[src/rtl/operand_fetch.sv]
// Operand-fetch stage: 16 x 32-bit register file, register index decode,
// immediate extension and PC-relative branch target generation.
// All outputs are combinational from inst/pc/isRet/isSt and the array contents.
module operand_fetch #(
    parameter int DATA_W   = 32,
    parameter int NUM_REGS = 16,
    parameter int RA_REG   = 15
) (
    input  logic              clk,
    input  logic              Reset,
    input  logic [31:0]       inst,
    input  logic [31:0]       pc,
    input  logic              isRet,
    input  logic              isSt,
    input  logic              isWa,
    input  logic [3:0]        wa,
    input  logic [DATA_W-1:0] wd,
    output logic [DATA_W-1:0] op1,
    output logic [DATA_W-1:0] op2,
    output logic [31:0]       immx,
    output logic [31:0]       branchTarget
);

    logic [DATA_W-1:0] regs [NUM_REGS];

    logic [3:0]  field_a;
    logic [3:0]  field_b;
    logic [1:0]  mod;
    logic [15:0] imm;
    logic [26:0] off;
    logic [3:0]  rd_idx1;
    logic [3:0]  rd_idx2;

    // Opcode is decoded further down the pipe; it is not needed here.
    logic [4:0]  unused_opcode;

    assign unused_opcode = inst[31:27];
    assign field_a       = inst[25:22];
    assign field_b       = inst[21:18];
    assign mod           = inst[17:16];
    assign imm           = inst[15:0];
    assign off           = inst[26:0];

    // Register file update: reset clears every entry and wins over a write.
    always_ff @(posedge clk) begin
        if (Reset) begin
            for (int i = 0; i < NUM_REGS; i++) begin
                regs[i] <= '0;
            end
        end else if (isWa) begin
            regs[wa] <= wd;
        end
    end

    // Read index selection: ret reads the return-address register, stores
    // swap the two index fields so op2 carries the data to be stored.
    always_comb begin
        rd_idx1 = field_a;
        rd_idx2 = field_b;
        if (isRet) begin
            rd_idx1 = 4'(RA_REG);
        end else if (isSt) begin
            rd_idx1 = field_b;
        end
        if (isSt) begin
            rd_idx2 = field_a;
        end
    end

    // Combinational reads with no write bypass; new data appears after the edge.
    always_comb begin
        op1 = regs[rd_idx1];
        op2 = regs[rd_idx2];
    end

    // Immediate extension selected by the modifier bits.
    always_comb begin
        immx = {{16{imm[15]}}, imm};
        case (mod)
            2'b01:   immx = {16'h0000, imm};
            2'b10:   immx = {imm, 16'h0000};
            default: immx = {{16{imm[15]}}, imm};
        endcase
    end

    // Branch target: word offset sign-extended and scaled by 4, wraps mod 2^32.
    always_comb begin
        branchTarget = pc + {{3{off[26]}}, off, 2'b00};
    end

endmodule

[config.mk]
export PLATFORM = sky130hd
export DESIGN_NAME = operand_fetch
export DESIGN_NICKNAME = d
export VERILOG_FILES = /design/src/rtl/operand_fetch.sv
export SDC_FILE = /design/constraint.sdc
export NUM_CORES = 1
export LEC_CHECK = 0
export BUFFER_PORTS_ARGS = -buffer_cell sky130_fd_sc_hd__buf_2
export CAP_MARGIN = 20
export CORE_MARGIN = 10
export CORE_UTILIZATION = 65
export DETAILED_ROUTE_END_ITERATION = 8
export GPL_TIMING_DRIVEN = 0
export PLACE_DENSITY_LB_ADDON = 0.3
export SLEW_MARGIN = 20
export SYNTH_ARGS = -nofsm -noshare
export SYNTH_HDL_FRONTEND = slang
export SYNTH_SLANG_ARGS = --single-unit
[constraint.sdc]
create_clock -name clk -period 4.8 [get_ports clk]
set_clock_uncertainty 0.15 [all_clocks]
set_input_delay 0.24 -clock clk [delete_from_list [all_inputs] [get_ports clk]]
set_output_delay 0.24 -clock clk [all_outputs]
set_load 0.1 [all_outputs]
# Word level (Yosys, flattened, before mapping)
# Memory sizes are Yosys's and may differ from the RTL's.
# Cells that the tools add are included.
dict set report word_totals {
  memories 1
  mem_bits_ro 0
  regBits 0
  output_inout_bits 128
  ramBits 512
  input_bits 105
  latchBits 0
}
# name depth word_bits rd rd_clocked_by_memory_dff write_ports line_no
set mem_list {}
lappend mem_list {regs 16 32 2 0 16 24} ;# logic [DATA_W-1:0] regs [NUM_REGS];
dict set report classes {
  bitwise_logic 0
  n_mux 12
  n_eq_ne 2
  shift 0
  n_lt_le_gt_ge 0
  n_mul 0
  n_reduce_logical 1
  n_div 0
  addsub 1
}
# operator n
set ops {}
lappend ops {{$pmux W32 S2} 1}
lappend ops {{$add A32 B32 Y32} 1}
lappend ops {{$mux W32} 1}
lappend ops {{$reduce_or A32 Y1} 1}
lappend ops {{$mux W4} 4}
lappend ops {{$mux W1} 6}
lappend ops {{$eq A2 B1 Y1 const B} 1}
lappend ops {{$eq A2 B2 Y1 const B} 1}

# Logic depth before layout (Yosys ltp)
dict set report depth {
  ltp_word 5
  mapped_depth 10
  ltp_nobuf 10
}

# Least setup slack after synthesis
# OpenSTA, ideal clock, no wires.
dict set report synth_timing {
  kind {input -> output}
  start {input port inst[0]}
  end {output port branchTarget[30]}
  stages 10
  required_ps 4410
  setup_slack_ps -386
  arrival_ps 4796
  cell_sequence {ha_1 inv_1 fa_1 nand2b_1 a21o_1 a31o_2 o21ai_1 and4_1 a31oi_1 nor4_1}
}
dict set report synth_via {
  elab_chain_len 1
}
# item line_no
set synth_rtl {}
lappend synth_rtl {{start, declared} 11} ;# input logic [31:0] inst,
lappend synth_rtl {{$add A32 B32 Y32} 88} ;# branchTarget = pc + {{3{off[26]}}, off, 2'b00};
lappend synth_rtl {{end, declared} 21} ;# output logic [31:0] branchTarget
# No other way between the ends.

# Worst setup path after layout
dict set report layout_timing {
  start {input port inst[23]}
  end {output port op1[13]}
}
dict set report layout_via {
  elab_chain_len 3
}
# item line_no
set layout_rtl {}
lappend layout_rtl {{$mux W4} 62} ;# end else if (isSt) begin
lappend layout_rtl {{$mux W4} 60} ;# if (isRet) begin
lappend layout_rtl {{$mem_v2 Z16 W32} n/a}
lappend layout_rtl {{end, declared} 18} ;# output logic [DATA_W-1:0] op1,
# No other way between the ends.

==> impl_metrics.json <==
{
  "syn_avg_cell_area_um2": 10.9,
  "p_int_mw": 8.18,
  "first_iter_violations": 4515,
  "start_kind": "input pin",
  "ir_worst_vdd_uv": 443,
  "syn-instance-count": 2732,
  "max_slew_margin_pct": 22.5,
  "area_growth_pct": 13.2,
  "clk_pin_slew_ns": 0.06,
  "ant_nets": 0,
  "violations": "DRC",
  "cts_resized": 0,
  "post-route-period-util_pct": 84.4,
  "grt_pass1_vias": 25300,
  "slowest_delay_ns": 0.72,
  "timing.setup.tns_ns": 0,
  "critical_path_arrival_ns": 3.66,
  "synth_seq_cells": 512,
  "ys_top_cells_by_count": "nand2_1, and2_1, edfxtp_1",
  "die_area_um2": 54600,
  "reg_top3": "regs (512)",
  "final_max_slew_viol_count": 0,
  "drive_above_1_share_pct": 16.4,
  "crit_buf_inv": 5,
  "synth_area_leaders": "edfxtp_1, and2_1, mux4_2, nand2_1, a311oi_1",
  "grt_max_degree": 33,
  "drcViolationCount": 1,
  "antenna_found_initial": 4,
  "dp_hpwl_um": 72500,
  "wl_per_cell_um": 28.8,
  "hold_class": "in2reg",
  "cp_top_family": "buffers and inverters",
  "rsz0062_at_grt": "false",
  "worstPathMaxFanout": 10,
  "comb_power_share_pct": 26.9,
  "max_cap_viol_count": 0,
  "yosysTopAreaCellShare_pct": 51.8,
  "cp_data_required_time_ns": 4.41,
  "holdCritStartpoint": "wa[1]",
  "worstSetupEndpointType": "output pin",
  "max_slew.worst_pin.slew_ns": 1.16,
  "cp_slowest_cell": "clkbuf_1",
  "synth_fp_nets": 2869,
  "postCtsSetupRepairBufs": 0,
  "period_minus_slack_ns": 4.05,
  "io_pins": 233,
  "gp_congestion": 0.957,
  "p_switching_mw": 4.60,
  "swShare_pct": 36.0,
  "synth_top_area_cell": "edfxtp_1",
  "rows": 78,
  "power_frac_seq_pct": 41.7,
  "wl_um": 106000,
  "hold_depth": 3,
  "fmax_ghz": 0.247,
  "p_leak_nw": 12.8,
  "worstSetupPathType": "in2out",
  "cts_root_buffer": "clkbuf_16",
  "max_flop_register": "regs",
  "grt_pass1_wl_um": 154000,
  "vias": 25800,
  "synth.most_common_cell": "nand2_1",
  "htreeDepth": 2,
  "synth_edf_count": 512,
  "yosys_warnings": 0,
  "whs_ns": 0.111,
  "synth_area_um2": 29700,
  "die-height_um": 234,
  "grt_usage_pct": 38.2,
  "cts_hold_buf": 32,
  "setup_viol": 0,
  "numCtsBuffers": 52,
  "clock_power_share_pct": 31.4,
  "drtPass1Iterations": 9,
  "final_nets": 3183,
  "worstPathCellList": "buf_2, nor2b_1, a211o_1, buf_2, buf_2, clkbuf_1, nand2_1, a311oi_1, a31oi_1, a21oi_1, buf_2",
  "via_per_inst": 7.00,
  "status": "complete, but fails checks",
  "clockBufferDepth": 3,
  "ys_seq_area_share_pct": 51.8,
  "synthFlopType": "edfxtp_1",
  "p_per_area_nw_per_um2": 381,
  "min_to": "regs[4][31]$_SDFFCE_PN0P_",
  "grt-ovfl-total": 0,
  "core_um2": 45300,
  "hold_viol_final": 0,
  "port_buffers": 225,
  "critPathMostFrequentCell": "buf_2",
  "async_reset_ff_share_pct": 0,
  "ys_types": 50,
  "die_x_um": 234,
  "cts_tree": "done",
  "cts_num_sinks": 512,
  "fill_cells": 3054,
  "start_util_pct": 65.5,
  "largest_register_ffs": 512
}
worst max path at each step:
stage	start	cells past startpoint	to
6_report	inst[23]	11	op1[13]
5_1_grt	inst[23]	10	op1[26]
4_1_cts	isSt	10	op1[26]
3_5_place_dp	isSt	10	op1[26]
3_3_place_gp	isSt	8	op1[22]
2_1_floorplan	inst[0]	10	branchTarget[30]
layout make-up:
| type | instances | area, µm² | area share (%) |
|---|---|---|---|
| well taps | 600 | 751 | 2.24 |
| plain buffers | 243 | 1010 | 2.99 |
| flip-flops and latches | 512 | 15400 | 45.8 |
| clock buffers | 62 | 1340 | 3.99 |
| clock inverters | 33 | 277 | 0.823 |
| repair buffers | 260 | 1500 | 4.46 |
| inverters | 9 | 33.8 | 0.101 |
| multi-input cells | 1968 | 13300 | 39.6 |
| diodes | 4 | 10.0 | 0.0298 |
power by group through the flow:
stage	combinational (mW)	sequential (mW)	clock, mW
finish	3.44	5.33	4.02
CTS	3.36	5.32	3.95
global placement	3.27	5.38	0
floorplan	2.50	5.35	0
detailed placement	3.32	5.41	0
global route	3.53	5.35	4.12
per-stage QoR:
stage	util (%)	std cells	cell area [µm²]	setup WS, ns	total power [mW]
after floorplan	-	2732	29700	0.770	7.85
after global placement	69.7	3557	31600	0.817	8.65
after detailed placement	69.8	3559	31600	0.908	8.73
after CTS	74.1	3686	33500	0.964	12.6
after global routing	74.2	3687	33600	0.794	13.0
final	74.2	3691	33600	0.749	12.8
layer usage:
layer / up-vias / share of wire, % / global-route usage (%)
met4: 6 / 6.1 / 21.4
met1: 12300 / 33 / 46.4
met3: 564 / 16 / 13.5
met5: - / 0.11 / 0
met2: 2464 / 45 / 59.1
li1: 10500 / - / -
worst min-delay path, delay by kind of cell:
| family | cells | cell delay [ns] |
|---|---|---|
| AND/OR/NAND/NOR | 2 | 0.32 |
| buffers and inverters | 1 | 0.16 |
cell families after synthesis:
logic type,Yosys count,share of synthesized area [%]
compound gates,338,8.13
xor+xnor,27,0.797
fa+ha+maj,32,1.38
buf+inv,252,3.51
flops,512,51.8
mux,133,9.89
simple gates,1438,24.5
cells in the final DEF, fill, tap and decap left out, types with 38 or more instances in the layout:
cell type,synthesis,final
nand3_1,134,134
buf_2,39,264
a311oi_1,96,96
edfxtp_1,512,512
nand2_1,602,602
and3_1,67,67
a211oi_1,39,38
a21oi_1,64,64
mux4_2,128,128
and2_1,547,547
clkbuf_16,0,52
clkbuf_1,181,191
a31oi_1,70,70
Note: power is estimated with default switching activity, not from simulation.
